$ cat src/rtl/riscv_csr_pkg.sv
// CSR address map and operation encodings
// shared by the Riscv151 CSR file.
package riscv_csr_pkg;

  localparam logic [11:0] CSR_TOHOST       = 12'h51E;
  localparam logic [11:0] CSR_SCRATCH_BASE = 12'h7C0;
  localparam logic [11:0] CSR_CYCLE        = 12'hC00;
  localparam logic [11:0] CSR_CYCLEH       = 12'hC80;
  localparam logic [11:0] CSR_INSTRET      = 12'hC02;
  localparam logic [11:0] CSR_INSTRETH     = 12'hC82;

  typedef enum logic [1:0] {
    CSR_NOP = 2'b00,
    CSR_RW  = 2'b01,
    CSR_RS  = 2'b10,
    CSR_RC  = 2'b11
  } csr_op_e;

endpackage

$ cat src/rtl/csr_event_fifo.sv
// Synchronous log FIFO with valid/ready drain;
// extra pointer bit separates full from empty.
module csr_event_fifo #(
  parameter int WIDTH = 32,
  parameter int DEPTH = 4
) (
  input  logic             clk,
  input  logic             rst_n,
  input  logic             push,
  input  logic [WIDTH-1:0] push_data,
  output logic             valid,
  output logic [WIDTH-1:0] data,
  input  logic             ready,
  output logic             full
);

  localparam int AW = $clog2(DEPTH);

  logic [WIDTH-1:0] mem [DEPTH];
  logic [AW:0]      wptr;
  logic [AW:0]      rptr;
  logic             pop;
  logic             wr;

  assign valid = wptr != rptr;
  assign full  = (wptr[AW] != rptr[AW]) &&
                 (wptr[AW-1:0] == rptr[AW-1:0]);
  assign pop   = valid & ready;
  // A pop frees the slot the push lands in
  assign wr    = push & (!full | pop);
  assign data  = valid ? mem[rptr[AW-1:0]] : '0;

  always_ff @(posedge clk or negedge rst_n) begin
    if (!rst_n) begin
      wptr <= '0;
      rptr <= '0;
    end else begin
      if (wr)  wptr <= wptr + 1'b1;
      if (pop) rptr <= rptr + 1'b1;
    end
  end

  always_ff @(posedge clk) begin
    if (wr) mem[wptr[AW-1:0]] <= push_data;
  end

endmodule

$ cat src/rtl/riscv_csr_file.sv
// Zicsr register file: tohost with write log,
// scratch CSRs, 64-bit cycle/instret counters.
module riscv_csr_file
  import riscv_csr_pkg::*;
#(
  parameter int XLEN         = 32,
  parameter int NUM_SCRATCH  = 4,
  parameter int TOHOST_DEPTH = 4
) (
  input  logic            clk,
  input  logic            rst_n,
  input  logic            csr_en,
  input  logic [1:0]      csr_op,
  input  logic [11:0]     csr_addr,
  input  logic [XLEN-1:0] csr_wdata,
  input  logic            csr_src_zero,
  output logic [XLEN-1:0] csr_rdata,
  output logic            csr_illegal,
  input  logic            instret_inc,
  output logic [XLEN-1:0] tohost_value,
  output logic            tohost_valid,
  output logic [XLEN-1:0] tohost_data,
  input  logic            tohost_ready,
  output logic            tohost_overflow
);

  csr_op_e                op;
  logic                   hit_tohost;
  logic                   hit_ro;
  logic                   mapped;
  logic                   wr_try;
  logic                   we;
  logic                   push;
  logic                   pop;
  logic                   full;
  logic                   ovf_q;
  logic [NUM_SCRATCH-1:0] scr_sel;
  logic [XLEN-1:0]        old_val;
  logic [XLEN-1:0]        new_val;
  logic [XLEN-1:0]        tohost_q;
  logic [XLEN-1:0]        scratch_q [NUM_SCRATCH];
  logic [63:0]            cycle_q;
  logic [63:0]            instret_q;

  assign op = csr_op_e'(csr_op);

  always_comb begin
    old_val    = '0;
    hit_tohost = 1'b0;
    hit_ro     = 1'b0;
    scr_sel    = '0;
    case (csr_addr)
      CSR_TOHOST: begin
        hit_tohost = 1'b1;
        old_val    = tohost_q;
      end
      CSR_CYCLE: begin
        hit_ro  = 1'b1;
        old_val = cycle_q[31:0];
      end
      CSR_CYCLEH: begin
        hit_ro  = 1'b1;
        old_val = cycle_q[63:32];
      end
      CSR_INSTRET: begin
        hit_ro  = 1'b1;
        old_val = instret_q[31:0];
      end
      CSR_INSTRETH: begin
        hit_ro  = 1'b1;
        old_val = instret_q[63:32];
      end
      default: ;
    endcase
    for (int i = 0; i < NUM_SCRATCH; i++) begin
      if (csr_addr == CSR_SCRATCH_BASE + 12'(i)) begin
        scr_sel[i] = 1'b1;
        old_val    = scratch_q[i];
      end
    end
  end

  always_comb begin
    new_val = old_val;
    unique case (op)
      CSR_NOP: new_val = old_val;
      CSR_RW:  new_val = csr_wdata;
      CSR_RS:  new_val = old_val | csr_wdata;
      CSR_RC:  new_val = old_val & ~csr_wdata;
    endcase
  end

  // RS/RC with a zero source is a pure read
  assign wr_try = (op == CSR_RW) ||
                  ((op != CSR_NOP) && !csr_src_zero);
  assign mapped = hit_tohost | hit_ro | (|scr_sel);
  assign we     = csr_en & wr_try & mapped & !hit_ro;

  assign csr_illegal = csr_en &
                       (!mapped | (hit_ro & wr_try));
  assign csr_rdata   = old_val;

  assign push = we & hit_tohost;
  assign pop  = tohost_valid & tohost_ready;

  always_ff @(posedge clk or negedge rst_n) begin
    if (!rst_n) begin
      tohost_q  <= '0;
      cycle_q   <= '0;
      instret_q <= '0;
      ovf_q     <= 1'b0;
      for (int i = 0; i < NUM_SCRATCH; i++)
        scratch_q[i] <= '0;
    end else begin
      cycle_q <= cycle_q + 64'd1;
      if (instret_inc)
        instret_q <= instret_q + 64'd1;
      if (we && hit_tohost)
        tohost_q <= new_val;
      for (int i = 0; i < NUM_SCRATCH; i++)
        if (we && scr_sel[i])
          scratch_q[i] <= new_val;
      if (push && full && !pop)
        ovf_q <= 1'b1;
    end
  end

  assign tohost_value    = tohost_q;
  assign tohost_overflow = ovf_q;

  csr_event_fifo #(
    .WIDTH (XLEN),
    .DEPTH (TOHOST_DEPTH)
  ) u_fifo (
    .clk       (clk),
    .rst_n     (rst_n),
    .push      (push),
    .push_data (new_val),
    .valid     (tohost_valid),
    .data      (tohost_data),
    .ready     (tohost_ready),
    .full      (full)
  );

endmodule

$ cat config.mk
export PLATFORM = sky130hd
export DESIGN_NAME = riscv_csr_file
export DESIGN_NICKNAME = d
export VERILOG_FILES = /design/src/rtl/riscv_csr_pkg.sv /design/src/rtl/csr_event_fifo.sv /design/src/rtl/riscv_csr_file.sv
export SDC_FILE = /design/constraint.sdc
export NUM_CORES = 1
export LEC_CHECK = 0
export BUFFER_PORTS_ARGS = -buffer_cell sky130_fd_sc_hd__buf_2
export CORE_MARGIN = 1.5
export CORE_UTILIZATION = 55
export CTS_CLUSTER_SIZE = 24
export DETAILED_ROUTE_END_ITERATION = 12
export GPL_ROUTABILITY_DRIVEN = 0
export PLACE_DENSITY = 0.74
export SLEW_MARGIN = 15
export SYNTH_ARGS = -nofsm -noshare
export SYNTH_HDL_FRONTEND = slang
export SYNTH_HIERARCHICAL = 1
export SYNTH_SLANG_ARGS = --single-unit
$ cat constraint.sdc
create_clock -name clk -period 2.6 [get_ports clk]
set_input_delay 0.13 -clock clk [delete_from_list [all_inputs] [get_ports clk]]
set_output_delay 0.13 -clock clk [all_outputs]
set_load 0.02 [all_outputs]
==> reports/summary.txt, run 1 <==
Grt total ovfl - 0
Rel. slew slack - 51.1%
Worst Hold Class - input pin to flip-flop
Most common cell after layout, fill and taps aside - dfrtp_1
Most frequent cells in the layout - dfrtp_1, nand2_1, buf_2, buf_4, edfxtp_1
CTS buffer count - 44
Critical Path RT - 2470 ps
Skew final - 15.3 ps
Std cell rows - 72
Clock sink count - 423
Die Y - 202 µm
Mean cell area of the mapped netlist - 11.2 µm²
Port Buffers - 150
RSZ-0062 raised after global routing - false
Final setup TNS - 0 ps
Final Hold Fails - 0
Clk buf depth - 3
Setup ws final - 94.2 ps
Clock Latency Late Sink - 550 ps
Cell count after synthesis - 1,930
Clock-pin transition on the worst setup and hold timing paths - 60 ps
Max stage delay on crit path - 440 ps
CTS tree - yes
CORE AREA - 38,700 µm²
Dpl ws - -175 ps
First-pass GRT wire length - 101,000 µm
Crit path buffers/inverters - 2
Die area - 40,600 µm²
Yosys cell types - 64
Highest clock rate - 399 MHz
RR Endpoint - cycle_q[53]
Post-Syn Area - 21,700 µm²
Synth warn - 6
Max-Cap Viols - 0
Post-CTS setup buffers - 0
Worst setup path startpoint - cycle_q[26]
P&R area growth vs syn - 20.2%
Initial core utilization - 56.0%
Final worst path period share - 96.4%
Routed Antenna Nets - 0
Worst R2R Setup Slack - 130 ps
Largest fanout on the critical path - 6
Vias in the first global route - 17,500
Synthesized Nets - 1,989
Worst Reg-to-Reg Cells - 5
Antenna violations before repair - 0
DRT iter0 DRCs - 1,914
Crit Path Class - flip-flop to output pin
HP Start - csr_wdata[1]
Critical Path End Type - output pin
Post-synth top flop - dfrtp_1
Routed length per instance - 23.5 µm
Power per cell area - 649 nW/µm²
Reg-to-Reg Start - cycle_q[22]
Ports - 151
Critical path depth in cells - 6
Ant diodes - 0
Max-slew violation count - 0
Nets@finish - 2,272
Hold Path Depth - 5
All-Layer GR Usage - 31.9%
First-pass DRT Iterations - 8
Peak supply drop - 0.000448 V
Run status - finished clean
Pleak - 0.0112 µW
Post-synthesis sequential area ratio - 51.8%
Critical path arrival - 2380 ps
Crit-path slowest cell - dfrtp_1
Overall power - 16,900 µW
FFs w/ async S/R, synth - 69.7%
Top delay family on crit path - simple AND/OR/NAND/NOR gates
DRC Markers - 0
Die X - 202 µm
CP cell instances - mux2i_1 -> buf_4 -> a2bb2oi_1 -> or3b_2 -> and2_1 -> buf_2
Routed WL - 64,900 µm
Share of layout cells above drive strength 1 - 23.1%
WHS Endpoint - tohost_value[1]
Worst-Margin Slew - 727 ps
Final core utilization - 67.3%
Post-synthesis register bit count - 423
Vias/cell - 6.36
Startpoint types - flip-flop
CTS root buffer - clkbuf_16
Vias - 17,600
Dpl hpwl - 45,100 µm
Final setup viols - 0
Shortest period the worst path allows - 2510 ps
EDFF count, synth - 128
CTS H-Tree Depth - 2
Pin count of the biggest net entering global routing - 76
-- where the power goes --
group          leakage (µW)  switching, µW  internal, µW  total [µW]
logic               0.00524           1790          1300        3100
clock network      0.000767           2630          4080        6710
registers           0.00521            143          6970        7110
total                0.0112           4560         12400       16900
-- per-stage QoR --
stage / cell area [µm²] / hold WS (ps) / std cells
global route: 26100 / 51.3 / 2763
floorplan: 21700 / -166 / 1930
global placement: 24200 / 169 / 2658
detailed placement: 24200 / 175 / 2658
finish: 26100 / 5.64 / 2763
CTS: 26000 / 1.02 / 2763
-- Yosys cell counts (all sizes together), types with 52 or more instances --
| cell | instances | share of area (%) |
|---|---|---|
| nand2 | 168 | 2.9 |
| mux2i | 116 | 5.4 |
| nand3 | 53 | 1.2 |
| mux2 | 52 | 2.7 |
| nor2 | 96 | 1.7 |
| dfrtp | 295 | 34 |
| a31oi | 76 | 2.2 |
| xor2 | 58 | 2.5 |
| clkbuf | 55 | 0.95 |
| xnor2 | 107 | 4.3 |
| buf | 54 | 1.2 |
| o21ai | 70 | 1.6 |
| edfxtp | 128 | 18 |
-- how the worst max path moves through the flow --
| stage | slack (ps) | end |
|---|---|---|
| floorplan | -40 | u_fifo/mem[1][0] |
| global placement | -150 | u_fifo/mem[3][5] |
| detailed placement | -170 | u_fifo/mem[3][8] |
| CTS | 60 | csr_rdata[16] |
| global route | 2 | csr_rdata[17] |
| finish | 90 | csr_rdata[26] |
-- cell type report --
| type | instances | area (µm²) |
|---|---|---|
| fill | 2865 | 12700 |
| tap | 518 | 648 |
| inverter | 49 | 203 |
| multi-input combinational | 1349 | 9860 |
| clock inverter | 19 | 258 |
| clock buffer | 59 | 1290 |
| sequential | 423 | 11200 |
| timing repair buffer | 346 | 2570 |
-- kinds of logic after synthesis --
logic type,after synthesis,share of synthesized area (%)
compound gates,368,11.7
mux,201,11.5
fa+ha+maj,7,0.404
flops,423,51.8
buf+inv,158,3.07
xor+xnor,165,6.79
simple gates,608,14.8
-- worst register-to-register path, cell delays in order (launching register included) --
cell     delay, ps
dfrtp_1        450
nand3_1        160
or4_1          560
or3_1          620
nor4_1         450
xnor2_1        170
-- flip-flops by register name, summed over array words and instances, names as in the netlist --
signal,count
tohost_overflow,1
tohost_value,32
cycle_q,64
u_fifo/rptr,3
instret_q,64
u_fifo/wptr,3
scratch_q,128
u_fifo/mem,128
-- routing by layer --
metal	vias to the layer above	part of all wire, %	GRT usage (%)
met3	187	10	5.93
met2	976	46	50.1
met1	8661	40	43.9
met5	-	0	0
li1	7735	-	-
met4	0	4.0	13.3
-- timing repair --
item,CTS,global route
gates resized for setup,0,4
gates cloned,0,0
hold endpoints to repair,142,0
endpoints found under the setup margin,1,16
hold buffers,28,0
Power figures use the tool's default switching activity.
==> run 2, diff against run 1 <==
==> constraint.sdc (replaced) <==
create_clock -name clk -period 2.6 [get_ports clk]
set_input_delay 0.78 -clock clk [delete_from_list [all_inputs] [get_ports clk]]
set_output_delay 0.78 -clock clk [all_outputs]
set_load 0.02 [all_outputs]
==> run 2 against run 1 <==
  * The run now ends with negative setup slack left
  * Hold slack improved by 140 ps
  * Fmax fell by 27%
  * Sequential cell count did not move
  * Critical endpoint is now csr_rdata[23]
==> reports/summary.txt, run 2 (synthesized netlist as in run 1, its figures left out) <==
Clock-pin transition on the worst setup and hold timing paths - 60 ps (about the same)
Critical path arrival - 2640 ps (+260 ps)
Top delay family on crit path - buffers and inverters
Max-Cap Viols - 0 (unchanged)
Worst Reg-to-Reg Cells - 6 (+1)
Clock Latency Late Sink - 570 ps (+20 ps)
Worst Hold Class - input pin to asynchronous set/reset pin
First-pass GRT wire length - 114,000 µm (+14%)
CTS tree - yes
All-Layer GR Usage - 36.9% (+5.0 points)
Rel. slew slack - 55.5% (+4.4 points)
Largest fanout on the critical path - 6 (unchanged)
Die area - 40,600 µm² (unchanged)
Cell-internal power - 13,400 µW (+8.5%)
Power per cell area - 646 nW/µm² (-0.43%)
Post-route cell area - 28,900 µm² (+11%)
DRT iter0 DRCs - 2,272 (+19%)
CTS buffer count - 43 (-2.3%)
Dpl ws - -932 ps (-757 ps)
Final setup viols - 198 (+198)
Max-slew violation count - 0 (unchanged)
Psw - 5260 µW (+15%)
Die X - 202 µm (unchanged)
Worst-Margin Slew - 659 ps (-68.4 ps)
Ports - 151 (unchanged)
RR Endpoint - cycle_q[40]
CTS Hold Bufs - 0 (-100%)
Routed WL - 76,100 µm (+17%)
Nets@finish - 2,405 (+5.9%)
RSZ-0062 raised after global routing - true
Final worst path period share - 132% (+35 points)
Worst setup path startpoint - csr_addr[11]
Share of layout cells above drive strength 1 - 33.3% (+10 points)
DRC Markers - 0 (unchanged)
Die Y - 202 µm (unchanged)
Failing checks - negative setup slack
CORE AREA - 38,700 µm² (unchanged)
Std cell rows - 72 (unchanged)
Skew final - 26.8 ps (+11.6 ps)
Highest clock rate - 292 MHz (-27%)
Clock sink count - 423 (unchanged)
Seq pwr share - 38.1% (-3.9 points)
Port Buffers - 150 (unchanged)
Setup ws final - -821 ps (-915 ps)
Crit Path Class - input pin to output pin
Shortest period the worst path allows - 3420 ps (+915 ps)
Final setup TNS - -41,460 ps (-41,460 ps)
Vias in the first global route - 19,300 (+10%)
Combinational power share - 25.8% (+7.5 points)
Most used cell, CP - buf_6
Reg-to-Reg Start - cycle_q[19]
Routed length per instance - 26.3 µm (+12%)
Startpoint types - input pin
Peak supply drop - 0.000434 V (-3.3%)
Cell area after placement - 25,300 µm² (+4.6%)
Crit-path slowest cell - or4b_4
CTS root buffer - clkbuf_16
Critical path depth in cells - 10 (+4)
Antenna violations before repair - 1 (+1)
Grt total ovfl - 0 (unchanged)
Sw Share - 28.2% (+1.2 points)
Vias - 19,100 (+8.7%)
Final Hold Fails - 0 (unchanged)
First-pass DRT Iterations - 6 (-2)
Overall power - 18,700 µW (+10%)
Worst R2R Setup Slack - 190 ps (+60 ps)
Most common cell after layout, fill and taps aside - dfrtp_1
Register area - 11,200 µm² (about the same)
P&R area growth vs syn - 33.2%
Pin count of the biggest net entering global routing - 88 (+16%)
Max stage delay on crit path - 550 ps (+110 ps)
Fillers - 2,398 (-16%)
Most frequent cells in the layout - dfrtp_1, buf_4, nand2_1, edfxtp_1, mux2i_1
Run status - finished with violations
CTS H-Tree Depth - 2 (unchanged)
Initial core utilization - 56.0% (unchanged)
Critical Path RT - 1820 ps (-650 ps)
Dpl hpwl - 47,300 µm (+4.9%)
Vias/cell - 6.58 (+3.6%)
Multi-input logic area - 10,800 µm² (+9.1%)
Routed Antenna Nets - 0 (unchanged)
Clk buf depth - 3 (unchanged)
Ant diodes - 0 (unchanged)
CP cell instances - buf_6 -> or4b_4 -> buf_6 -> nor4_4 -> buf_6 -> buf_12 -> o2bb2ai_2 -> o21ai_2 -> inv_1 -> buf_6
Crit path buffers/inverters - 6 (+4)
Clk pwr share - 36.1% (-3.6 points)
Pleak - 0.0124 µW (+11%)
Critical Path End Type - output pin
-- run 2: cell count changes in the layout (fill, tap and decap cells not counted), moves of 18 or more --
cell	change
buf_4	+109
o21ai_2	+19
buf_6	+79
buf_12	+22
buf_2	-65
dlygate4sd3_1	-28
nor2b_4	+25
nor2b_1	-25
o2bb2ai_1	-18
-- run 2: power groups by stage --
stage	Clock [µW]	Sequential [µW]	Combinational, µW
after global placement	0	7240	3220
after floorplan	0	7180	2090
after global routing	7010	7120	5030
final	6730	7110	4820
after detailed placement	0	7250	3270
after CTS	6710	7100	4480
-- run 2: final cells by class --
cell class                      count  share of cell area, %
Inverter                           49                  0.719
Tap cell                          518                   2.24
Timing Repair inverter              3                  0.178
Multi-Input combinational cell   1349                   37.3
Sequential cell                   423                   38.9
Clock buffer                       54                   4.16
Clock inverter                     25                   1.10
Timing Repair Buffer              477                   15.4
-- run 2: how the worst max path moves through the flow --
stage,end
2_1_floorplan,u_fifo/mem[3][0]
6_report,csr_rdata[23]
3_5_place_dp,csr_rdata[16]
4_1_cts,csr_rdata[19]
3_3_place_gp,csr_rdata[16]
5_1_grt,csr_rdata[13]
-- run 2: worst reg2reg max path, cell delays in order (launching register included) --
cell	delay (ps)
dfrtp_1	450
nand3_1	180
or4_1	610
nor4_1	560
buf_4	260
nand4_1	130
xnor2_1	140
-- run 2: repair_timing --
action	CTS	global route
setup buffers	33	11
endpoints found under the setup margin	210	221
pin swaps	19	17
gates resized for setup	249	95
cloned	13	4
-- run 2: routing by layer --
metal	GRT usage, %	part of all wire, %	up-vias
li1	-	-	8001
met1	47.9	37	9394
met2	58.7	46	1331
met3	7.55	11	353
met4	19.3	5.9	0
met5	0	0	-
-- run 2: metrics by stage --
step,hold slack (ps),utilization [%],cells
2_1_floorplan,442,-,1930
3_3_place_gp,453,65.4,2770
3_5_place_dp,472,65.4,2770
4_1_cts,150,73.5,2895
5_1_grt,167,74.5,2898
6_report,143,74.5,2898
